$ cat config.mk
export PLATFORM = sky130hd
export DESIGN_NAME = imem_loader
export DESIGN_NICKNAME = d
export VERILOG_FILES = /design/src/rtl/loader_pkg.sv /design/src/rtl/imem_loader.sv
export SDC_FILE = /design/constraint.sdc
export NUM_CORES = 1
export LEC_CHECK = 0
export CORE_MARGIN = 2
export CORE_UTILIZATION = 60
export DETAILED_ROUTE_END_ITERATION = 6
export GPL_TIMING_DRIVEN = 0
export PLACE_DENSITY = 0.87
export SLEW_MARGIN = 20
export SYNTH_ARGS = -nofsm -noshare
export SYNTH_HDL_FRONTEND = slang
export SYNTH_SLANG_ARGS = --single-unit
$ cat constraint.sdc
create_clock -name clk -period 5.5 [get_ports clk]
set_clock_uncertainty 0.1 [all_clocks]
set_input_delay 0.55 -clock clk [delete_from_list [all_inputs] [get_ports clk]]
set_output_delay 0.55 -clock clk [all_outputs]
set_load 0.03 [all_outputs]
$ cat src/rtl/loader_pkg.sv
// Shared types and helpers for the boot-time instruction-memory loader.
package loader_pkg;

    localparam int LOADER_BYTE_W = 8;

    // Frame parser states; RUN and ERROR are terminal until load_req or reset.
    typedef enum logic [2:0] {
        ST_LEN_HI  = 3'd0,
        ST_LEN_LO  = 3'd1,
        ST_DATA_HI = 3'd2,
        ST_DATA_LO = 3'd3,
        ST_CHECK   = 3'd4,
        ST_RUN     = 3'd5,
        ST_ERROR   = 3'd6
    } loader_state_t;

    // Running frame checksum: plain 8-bit add, wrapping modulo 256.
    function automatic logic [LOADER_BYTE_W-1:0] loader_checksum(
        input logic [LOADER_BYTE_W-1:0] sum,
        input logic [LOADER_BYTE_W-1:0] data
    );
        return sum + data;
    endfunction

endpackage

$ cat src/rtl/imem_loader.sv
// Boot loader: parses a length/words/checksum byte frame, writes the words
// into instruction memory and releases the CPU once the checksum matches.
module imem_loader
    import loader_pkg::*;
#(
    parameter int INSTR_WIDTH        = 16,
    parameter int ROM_REGISTER_COUNT = 1024,
    localparam int AW                = $clog2(ROM_REGISTER_COUNT),
    localparam int IW                = AW + 1
) (
    input  logic                     clk,
    input  logic                     resetN,
    input  logic                     s_valid,
    input  logic [LOADER_BYTE_W-1:0] s_data,
    output logic                     s_ready,
    input  logic                     load_req,
    output logic                     wr_en,
    output logic [AW-1:0]            wr_addr,
    output logic [INSTR_WIDTH-1:0]   wr_data,
    output logic                     cpu_resetN,
    output logic                     done,
    output logic                     error
);

    localparam int LEN_W = 2 * LOADER_BYTE_W;
    localparam logic [LEN_W-1:0] MAX_LEN = LEN_W'(ROM_REGISTER_COUNT);

    loader_state_t              state_r;
    logic [LOADER_BYTE_W-1:0]   sum_r;
    logic [LOADER_BYTE_W-1:0]   len_hi_r;
    logic [LOADER_BYTE_W-1:0]   hi_r;
    logic [IW-1:0]              len_r;
    logic [IW-1:0]              idx_r;
    logic                       wr_en_r;
    logic [AW-1:0]              wr_addr_r;
    logic [INSTR_WIDTH-1:0]     wr_data_r;
    logic                       cpu_resetn_r;
    logic                       done_r;
    logic                       error_r;

    logic                       ready_s;
    logic                       accept_s;
    logic [LEN_W-1:0]           len_s;
    logic [IW-1:0]              idx_next_s;
    logic [LOADER_BYTE_W-1:0]   sum_next_s;

    // Byte acceptance is a pure state decode; there is no input buffer.
    always_comb begin
        ready_s = 1'b0;
        case (state_r)
            ST_LEN_HI, ST_LEN_LO, ST_DATA_HI, ST_DATA_LO, ST_CHECK: ready_s = 1'b1;
            default:                                               ready_s = 1'b0;
        endcase
    end

    assign accept_s   = s_valid && ready_s;
    assign len_s      = {len_hi_r, s_data};
    assign idx_next_s = idx_r + IW'(1);
    assign sum_next_s = loader_checksum(sum_r, s_data);

    // Frame FSM, word assembler, word counter, checksum and registered outputs.
    always_ff @(posedge clk or negedge resetN) begin
        if (!resetN) begin
            state_r      <= ST_LEN_HI;
            sum_r        <= 8'h00;
            len_hi_r     <= 8'h00;
            hi_r         <= 8'h00;
            len_r        <= '0;
            idx_r        <= '0;
            wr_en_r      <= 1'b0;
            wr_addr_r    <= '0;
            wr_data_r    <= '0;
            cpu_resetn_r <= 1'b0;
            done_r       <= 1'b0;
            error_r      <= 1'b0;
        end else begin
            wr_en_r <= 1'b0;
            if (load_req) begin
                // Restart wins over a simultaneous byte, which is dropped.
                state_r      <= ST_LEN_HI;
                sum_r        <= 8'h00;
                idx_r        <= '0;
                cpu_resetn_r <= 1'b0;
                done_r       <= 1'b0;
                error_r      <= 1'b0;
            end else if (accept_s) begin
                case (state_r)
                    ST_LEN_HI: begin
                        len_hi_r <= s_data;
                        sum_r    <= sum_next_s;
                        state_r  <= ST_LEN_LO;
                    end
                    ST_LEN_LO: begin
                        sum_r <= sum_next_s;
                        if (len_s == 16'h0000) begin
                            state_r <= ST_CHECK;
                        end else if (len_s > MAX_LEN) begin
                            state_r <= ST_ERROR;
                            error_r <= 1'b1;
                        end else begin
                            len_r   <= len_s[IW-1:0];
                            state_r <= ST_DATA_HI;
                        end
                    end
                    ST_DATA_HI: begin
                        hi_r    <= s_data;
                        sum_r   <= sum_next_s;
                        state_r <= ST_DATA_LO;
                    end
                    ST_DATA_LO: begin
                        wr_en_r   <= 1'b1;
                        wr_addr_r <= idx_r[AW-1:0];
                        wr_data_r <= INSTR_WIDTH'({hi_r, s_data});
                        idx_r     <= idx_next_s;
                        sum_r     <= sum_next_s;
                        state_r   <= (idx_next_s == len_r) ? ST_CHECK : ST_DATA_HI;
                    end
                    ST_CHECK: begin
                        if (s_data == sum_r) begin
                            state_r      <= ST_RUN;
                            done_r       <= 1'b1;
                            cpu_resetn_r <= 1'b1;
                        end else begin
                            state_r <= ST_ERROR;
                            error_r <= 1'b1;
                        end
                    end
                    default: begin
                        // Unreachable/illegal encoding: fail safe, CPU stays in reset.
                        state_r      <= ST_ERROR;
                        error_r      <= 1'b1;
                        done_r       <= 1'b0;
                        cpu_resetn_r <= 1'b0;
                    end
                endcase
            end
        end
    end

    assign s_ready    = ready_s;
    assign wr_en      = wr_en_r;
    assign wr_addr    = wr_addr_r;
    assign wr_data    = wr_data_r;
    assign cpu_resetN = cpu_resetn_r;
    assign done       = done_r;
    assign error      = error_r;

endmodule

# Yosys cells after proc, flatten, opt, wreduce, memory -nomap -nowiden
# Index checks and enable logic that the tools add are counted.
[word_totals]
reg_bits = 78
latchBits = 0
ram_bits = 0
mem_bits_ro = 0
inputBits = 12
output_inout_bits = 31
mem_count = 0
[classes]
n_addsub = 2
n_mul = 0
n_div = 0
n_lt_le_gt_ge = 1
eq_ne = 12
n_shift = 0
muxes = 27
bitwise = 3
n_reduce_logical = 17
[ops]
columns = ["cell", "count"]
rows = [
  ["$mux 11", 3],
  ["$mux 8", 3],
  ["$gt 16x11->1 const B", 1],
  ["$logic_not 16->1", 1],
  ["$mux 3", 5],
  ["$pmux 3 s5", 1],
  ["$mux 1", 12],
  ["$ne 3x3->1 const B", 4],
  ["$reduce_and 3->1", 4],
  ["$add 11x1->11 const B", 1],
  ["$eq 11x11->1", 1],
  ["$reduce_and 5->1", 2],
  ["$add 8x8->8", 1],
  ["$eq 8x8->1", 1],
  ["$eq 3x2->1 const B", 2],
  ["$reduce_bool 2->1", 3],
  ["$reduce_or 5->1", 1],
  ["$ne 2x1->1 const B", 2],
  ["$reduce_and 2->1", 2],
  ["$reduce_or 4->1", 1],
  ["$eq 3x1->1 const B", 1],
  ["$eq 3x3->1 const B", 1],
  ["$logic_not 3->1", 1],
  ["$not 1->1", 3],
  ["5 further kinds", 5],
]

# Depth between registers and ports, before layout
# Gate-level depths: netlist of run 1.
[depth]
depth_word = 6
ltp_mapped = 8
mapped_depth_nobuf = 8

# Least setup slack after synthesis of run 1
# OpenSTA, ideal clock, no wires.
[synth_timing]
path_kind = "in2reg"
start = "in s_data[7]"
end = "reg len_r[2]"
t_arrival_ps = 2058
required_time_ps = 5275
setup_slack_ps = 3217
path_stages = 7
path_buffers = 2
cell_sequence = "clkbuf_1 > nor4_1 > nand3_1 > xor2_1 > and4_1 > buf_2 > mux2_2"
[synth_via]
elab_chain_cells = 3
elab_cells_between_ends = 5
cone_classes = "1 x order compare; 2 x bitwise; 2 x reduce/logical"
[synth_rtl]
columns = ["element", "line_no", "source"]
rows = [
  ["start, declared", "imem_loader.sv:14", "input logic [LOADER_BYTE_W-1:0] s_data,"],
  ["$gt 16x11->1 / $logic_not 16->1 (equally long branches)", "imem_loader.sv:97, imem_loader.sv:95", ""],
  ["$not 1->1 (no line)", "-", ""],
  ["$reduce_and 5->1 (no line) (*)", "-", ""],
  ["end signal, assigned", "imem_loader.sv:101", "len_r <= len_s[IW-1:0];"],
  ["end, declared", "imem_loader.sv:32", "logic [IW-1:0] len_r;"],
]
# Mark *: on every way between the ends. The rest lies on a longest branch, timed or not.
# A chain may end at the register's enable or synchronous reset.

# Worst setup path after layout of run 1
[layout_timing]
start = "in s_data[3]"
end = "reg state_r[1]"
[layout_via]
elab_chain_cells = 5
elab_cells_between_ends = 7
cone_classes = "1 x eq/ne; 5 x mux; 1 x reduce/logical"
[layout_rtl]
columns = ["element", "line_no", "source"]
rows = [
  ["$eq 8x8->1 / $logic_not 16->1 (equally long branches)", "imem_loader.sv:119, imem_loader.sv:95", ""],
  ["$mux 2 / $mux 3 (equally long branches)", "imem_loader.sv:119, imem_loader.sv:95", ""],
  ["$pmux 3 s5 (*)", "imem_loader.sv:87", "case (state_r)"],
  ["$mux 3 (*)", "imem_loader.sv:86", "end else if (accept_s) begin"],
  ["$mux 3 (*)", "imem_loader.sv:78", "if (load_req) begin"],
  ["end signal, assigned", "imem_loader.sv:116", "state_r <= (idx_next_s == len_r) ? ST_CHECK : ST_DATA_HI;"],
  ["end, declared", "imem_loader.sv:28", "loader_state_t state_r;"],
]
# Mark *: on every way between the ends. The rest lies on a longest branch, timed or not. The select of a mux whose other input is x is not followed.

==> results.json, run 1 <==
{
  "status": "completed",
  "cap_violations": 0,
  "holdPathStages": 2,
  "drive_gt1_frac": 0.2487,
  "worst_path_largest_cell_delay_ns": 0.57,
  "yosysWarnings": 0,
  "grt_pass1_wl_mm": 14.12,
  "finalPower_mw": 1.589,
  "grt_pass1_vias": 2858,
  "pwr_density_cell_mw_per_mm2": 338.4,
  "ys_seq_area_frac": 0.4915,
  "worst_pin_slew_ns": 0.6056,
  "cp-start-kind": "input port",
  "slew_viol_final": 0,
  "avgSynthCellArea_sq_um": 11.65,
  "netlist_area_sq_mm": 0.003971,
  "num_vias": 2811,
  "layout_setup_ws_ns": 2.854,
  "r2r_cells": 8,
  "cts_root_buf": "clkbuf_8",
  "slowest_stage": "clkdlybuf4s50_1",
  "timing.rr.start": "idx_r[0]",
  "diodes": 0,
  "period_minus_slack_ns": 2.646,
  "synthDistinctLibCells": 54,
  "min_from": "load_req",
  "io_pins": 43,
  "ir_worst_vdd_mv": 0.4144,
  "die-area_sq_mm": 0.007285,
  "holdPathEnd": "state_r[0]",
  "wirelength_mm": 8.294,
  "cp_max_fo": 6,
  "r2r-end": "state_r[2]",
  "finalSetupTns_ns": 0,
  "fill_cells": 439,
  "cts_setup_buffers": 0,
  "ant_nets": 0,
  "regToRegSetupSlack_ns": 3.04,
  "die_height_um": 85.36,
  "dpl_worst_slack_ns": 2.536,
  "critPathKind": "input port to register",
  "leakagePower_nw": 2.065,
  "finalNonFillerCells": 475,
  "wl_per_cell_um": 17.46,
  "hp-class": "input port to register",
  "htreeDepth": 3,
  "finalNetCount": 414,
  "required_ns": 5.63,
  "path_clk_slew_ns": 0.09,
  "synthCells": 341,
  "hold_viol": 0,
  "dp_cells": 458,
  "grt_start_max_net_pins": 57,
  "final_cell_mix": "78 x dfrtp_1, 53 x mux2_2, 38 x clkdlybuf4s50_1",
  "grt.overflow.total": 0,
  "antenna_found_initial": 0,
  "slew_headroom": 0.5958,
  "crit_path_end_kind": "register",
  "portBuffers": 39,
  "finalSetupViolCount": 0,
  "cts_tree": "yes",
  "coreArea_sq_mm": 0.006386,
  "rows": 29,
  "fp.dieW_um": 85.36,
  "rsz0062_at_grt": "no",
  "synth_seq_cells": 78,
  "cts_max_path_buffers": 2,
  "path_common_cell": "nor4_1",
  "cts_num_sinks": 78,
  "via_per_inst": 5.918,
  "insertion_delay_ns": 0.35,
  "drt_iter0_markers": 200,
  "fin_crit_sh": 0.4810,
  "first_pass_iters": 4,
  "numCtsBuffers": 9,
  "start_util": 0.6219,
  "syn-num-nets": 362,
  "crit_path_cell_trace": "clkdlybuf4s50_1 -> ha_1 -> nor4_1 -> nand3_1 -> nor4_1 -> o21a_1 -> o31ai_1",
  "drcViolationCount": 0,
  "gp_congestion": 0.9291,
  "area_growth_pct": 18.21,
  "fmax_mhz": 378.0,
  "layout_commonest_cell": "dfrtp_1",
  "dpl.hpwl_mm": 5.702,
  "grt_usage": 0.2481,
  "worstPathArrival_ns": 2.78
}
cell usage after synthesis (all sizes together):
master | count | area share
o21bai | 2 | 0.0038
nand3 | 15 | 0.026
nand4b | 1 | 0.0022
or3 | 4 | 0.0066
xor2 | 9 | 0.020
a311oi | 1 | 0.0022
nand4 | 1 | 0.0016
o211ai | 3 | 0.0069
xnor2 | 17 | 0.037
a21boi | 1 | 0.0019
and3 | 1 | 0.0016
o22ai | 1 | 0.0016
ha | 8 | 0.025
dfrtp | 78 | 0.49
nand3b | 1 | 0.0019
a2111o | 1 | 0.0028
nand2 | 23 | 0.022
fa | 1 | 0.0050
o21a | 2 | 0.0038
o21ai | 11 | 0.014
clkbuf | 12 | 0.034
nor3b | 1 | 0.0019
nor4 | 6 | 0.0095
or4 | 4 | 0.0076
nor3 | 10 | 0.015
mux2 | 53 | 0.15
a21o | 2 | 0.0041
nor2 | 21 | 0.020
o41ai | 1 | 0.0022
a211o | 1 | 0.0022
a21bo | 1 | 0.0025
buf | 8 | 0.014
nor2b | 3 | 0.0047
o31ai | 2 | 0.0038
or2 | 1 | 0.0016
and3b | 1 | 0.0022
o2111ai | 2 | 0.0044
o211a | 1 | 0.0025
a21oi | 20 | 0.025
a31oi | 1 | 0.0016
inv | 5 | 0.0047
and4 | 1 | 0.0022
nand2b | 1 | 0.0016
a211oi | 2 | 0.0038
sequential cells by signal, summed over array words and instances (netlist names):
name / count
wr_data: 16
idx_r: 11
len_r: 11
wr_addr: 10
hi_r: 8
len_hi_r: 8
sum_r: 8
state_r: 3
done: 1
error: 1
wr_en: 1
stage by stage:
step                      hold slack (ns)    util  area [sq um]
after floorplan                    0.1544       -          3971
after global placement             0.3784  0.6981          4458
after detailed placement           0.3740  0.7020          4483
after CTS                          0.3119  0.7351          4695
after global routing               0.3132  0.7351          4695
final                              0.3148  0.7351          4695
critical path: cells and delay by family:
family	cells	cell delay (ns)
AND/OR/NAND/NOR	3	0.92
adder cells (fa/ha/maj)	1	0.44
AO/OA/AOI/OAI	2	0.29
buffers and inverters	1	0.57
how the worst max path moves through the flow:
stage / from / end
after global routing: s_data[1] / len_r[10]
after global placement: resetN / wr_data[14]
after detailed placement: s_data[1] / len_r[8]
final: s_data[3] / state_r[1]
after floorplan: s_data[7] / len_r[2]
after CTS: s_data[1] / len_r[3]
layout make-up:
type	instances	area, sq um	share of cell area
Multi-Input combinational cell	238	1808	0.3851
Clock inverter	7	77.57	0.01652
Inverter	5	18.77	0.003998
Timing Repair Buffer	41	425.4	0.09062
Clock buffer	9	123.9	0.02639
Buffer	20	192.7	0.04104
Sequential cell	78	1952	0.4158
Tap cell	77	96.34	0.02052
what timing repair did:
action | 4_1_cts | 5_1_grt
gates resized for setup | 0 | 0
hold buffers | 1 | 0
endpoints found under the hold margin | 21 | 0
endpoints found under the setup margin | 0 | 0
cells by family (layout without fill, tap and decap cells):
| kind of cell | after synthesis | in the layout | share of synthesized area |
|---|---|---|---|
| xor gates and xnor gates | 26 | 26 | 0.05734 |
| DFF | 78 | 78 | 0.4915 |
| AOI/OAI and AO/OA | 55 | 55 | 0.08916 |
| buffers and inverters | 25 | 82 | 0.05324 |
| and+or+nand+nor | 95 | 95 | 0.1282 |
| adders and majority gates | 9 | 9 | 0.03025 |
| muxes | 53 | 53 | 0.1503 |
report_power, final:
part	internal (mW)	leakage, nW	switching [mW]	total [mW]
logic	0.195	0.935	0.209	0.404
clock network	0.215	0.101	0.233	0.448
registers	0.672	1.03	0.0648	0.737
total	1.08	2.07	0.506	1.59
per-layer routing:
metal,share of wire,global-route usage,vias up
met5,0,0,-
met1,0.46,0.3461,1395
met3,0.048,0.05545,15
li1,-,-,1323
met4,0.017,0.07215,0
met2,0.48,0.3935,78
No activity file was read; power rests on OpenSTA's default activity.
==> run 2, diff against run 1 <==
Settings changed: CORE_UTILIZATION 60 to 56, PLACE_DENSITY 0.87 to 0.82.
Clock period 5.5 ns to 2.8 ns, I/O delays scaled along.
==> run 2 against run 1 <==
  * Count of clock-buffer cells in the layout did not move
  * Worst setup slack got worse by 2.5 ns
  * Sequential share of layout area barely moved
  * Critical path depth rose by 1
  * Via count rose by 0.11%
  * Combinational power rose by 96%
  * Critical path type is now register to register
==> results.json, run 2 (same netlist as run 1, synthesis figures left out) <==
{
  "status": "completed",
  "leakagePower_nw": 2.051,
  "io_pins": 43,
  "wirelength_mm": 8.559,
  "hp-class": "input port to register",
  "cts_setup_buffers": 0,
  "fp.dieW_um": 88.21,
  "slew_viol_final": 0,
  "grt_usage": 0.2433,
  "required_ns": 2.98,
  "wl_per_cell_um": 17.33,
  "start_util": 0.5813,
  "worst_pin_slew_ns": 0.5811,
  "placed_area_sq_mm": 0.004507,
  "fin_area_sq_mm": 0.004696,
  "grt.overflow.total": 0,
  "rsz0062_at_grt": "no",
  "gp_congestion": 0.8882,
  "ant_nets": 0,
  "dp_cells": 477,
  "coreArea_sq_mm": 0.006832,
  "antenna_found_initial": 0,
  "critPathKind": "register to register",
  "ir_worst_vdd_mv": 0.5555,
  "cp_max_fo": 6,
  "final_cell_mix": "78 x dfrtp_1, 53 x mux2_2, 38 x clkdlybuf4s50_1",
  "finalNonFillerCells": 494,
  "cp-start-kind": "register",
  "via_per_inst": 5.696,
  "die_height_um": 88.21,
  "finalSetupViolCount": 0,
  "crit_path_end_kind": "register",
  "pwr_density_cell_mw_per_mm2": 642.8,
  "cts_root_buf": "clkbuf_8",
  "drcViolationCount": 0,
  "portBuffers": 39,
  "fin_crit_sh": 0.8631,
  "dpl.hpwl_mm": 6.057,
  "final_util": 0.6874,
  "period_minus_slack_ns": 2.417,
  "holdPathStages": 2,
  "holdPathEnd": "state_r[0]",
  "grt_start_max_net_pins": 49,
  "num_vias": 2814,
  "htreeDepth": 3,
  "largest_reg_flops": 16,
  "fmax_mhz": 413.8,
  "cts_tree": "yes",
  "cts_num_sinks": 78,
  "diodes": 0,
  "worstPathArrival_ns": 2.60,
  "regToRegSetupSlack_ns": 0.38,
  "min_from": "load_req",
  "finalNetCount": 414,
  "first_pass_iters": 7,
  "cts_max_path_buffers": 2,
  "timing.rr.start": "idx_r[0]",
  "r2r-end": "state_r[2]",
  "r2r_cells": 8,
  "drt_iter0_markers": 155,
  "numCtsBuffers": 9,
  "slew_headroom": 0.6122,
  "layout_commonest_cell": "dfrtp_1",
  "path_clk_slew_ns": 0.08,
  "hold_viol": 0,
  "die-area_sq_mm": 0.007781,
  "fill_cells": 530,
  "cap_violations": 0,
  "grt_pass1_vias": 2782,
  "rows": 30,
  "grt_pass1_wl_mm": 14.12,
  "finalSetupTns_ns": 0,
  "area_growth_pct": 18.24,
  "drive_gt1_frac": 0.2487,
  "insertion_delay_ns": 0.36
}
run 2: worst max-delay path by stage:
stage,from,end
after floorplan,idx_r[0],state_r[2]
after global placement,resetN,wr_data[8]
after detailed placement,s_data[1],len_r[3]
after CTS,idx_r[0],state_r[2]
after global routing,idx_r[0],state_r[2]
final,idx_r[0],state_r[2]
run 2: where the power goes:
| part | internal (mW) | leakage, nW | switching, mW | total [mW] |
|---|---|---|---|---|
| Clock | 0.331 | 0.0866 | 0.449 | 0.780 |
| Combinational | 0.382 | 0.935 | 0.410 | 0.792 |
| Sequential | 1.32 | 1.03 | 0.126 | 1.45 |
run 2: through the flow:
step                      hold slack (ns)  setup WS (ns)  power (mW)
after global placement             0.3808         -1.381       2.211
after detailed placement           0.1527        0.03113       2.253
after global routing              0.04858         0.2544       3.173
after CTS                         0.04831         0.3782       3.033
final                             0.05191         0.3833       3.019
after floorplan                   -0.1156         0.6302       1.955
run 2: repair_timing:
item                      in CTS  in global routing
hold endpoints to repair      30                  0
gates resized for setup        0                  0
hold buffers                   1                  0
run 2: layout make-up:
cell class	instances	area (sq um)	share of cell area
Buffer	20	192.7	0.04103
Clock inverter	7	55.05	0.01172
Inverter	5	18.77	0.003997
Tap cell	96	120.1	0.02558
Clock buffer	9	123.9	0.02638
Multi-Input combinational cell	238	1808	0.3850
Timing Repair Buffer	41	425.4	0.09059
Sequential cell	78	1952	0.4157
run 2: per-layer routing:
| layer | routed length, um | vias up | GRT usage |
|---|---|---|---|
| li1 | - | 1320 | - |
| met1 | 3761 | 1382 | 0.3167 |
| met2 | 4143 | 93 | 0.3985 |
| met3 | 457 | 19 | 0.05410 |
| met4 | 197 | 0 | 0.09780 |
| met5 | 0 | - | 0 |
run 2: worst max-delay path: stages, from the launching register on:
cell	delay (ns)
dfrtp_1	0.45
ha_1	0.33
nand2_1	0.14
or2_1	0.23
buf_2	0.15
nor3_2	0.14
o2111ai_1	0.14
or4_1	0.49
a21oi_1	0.16
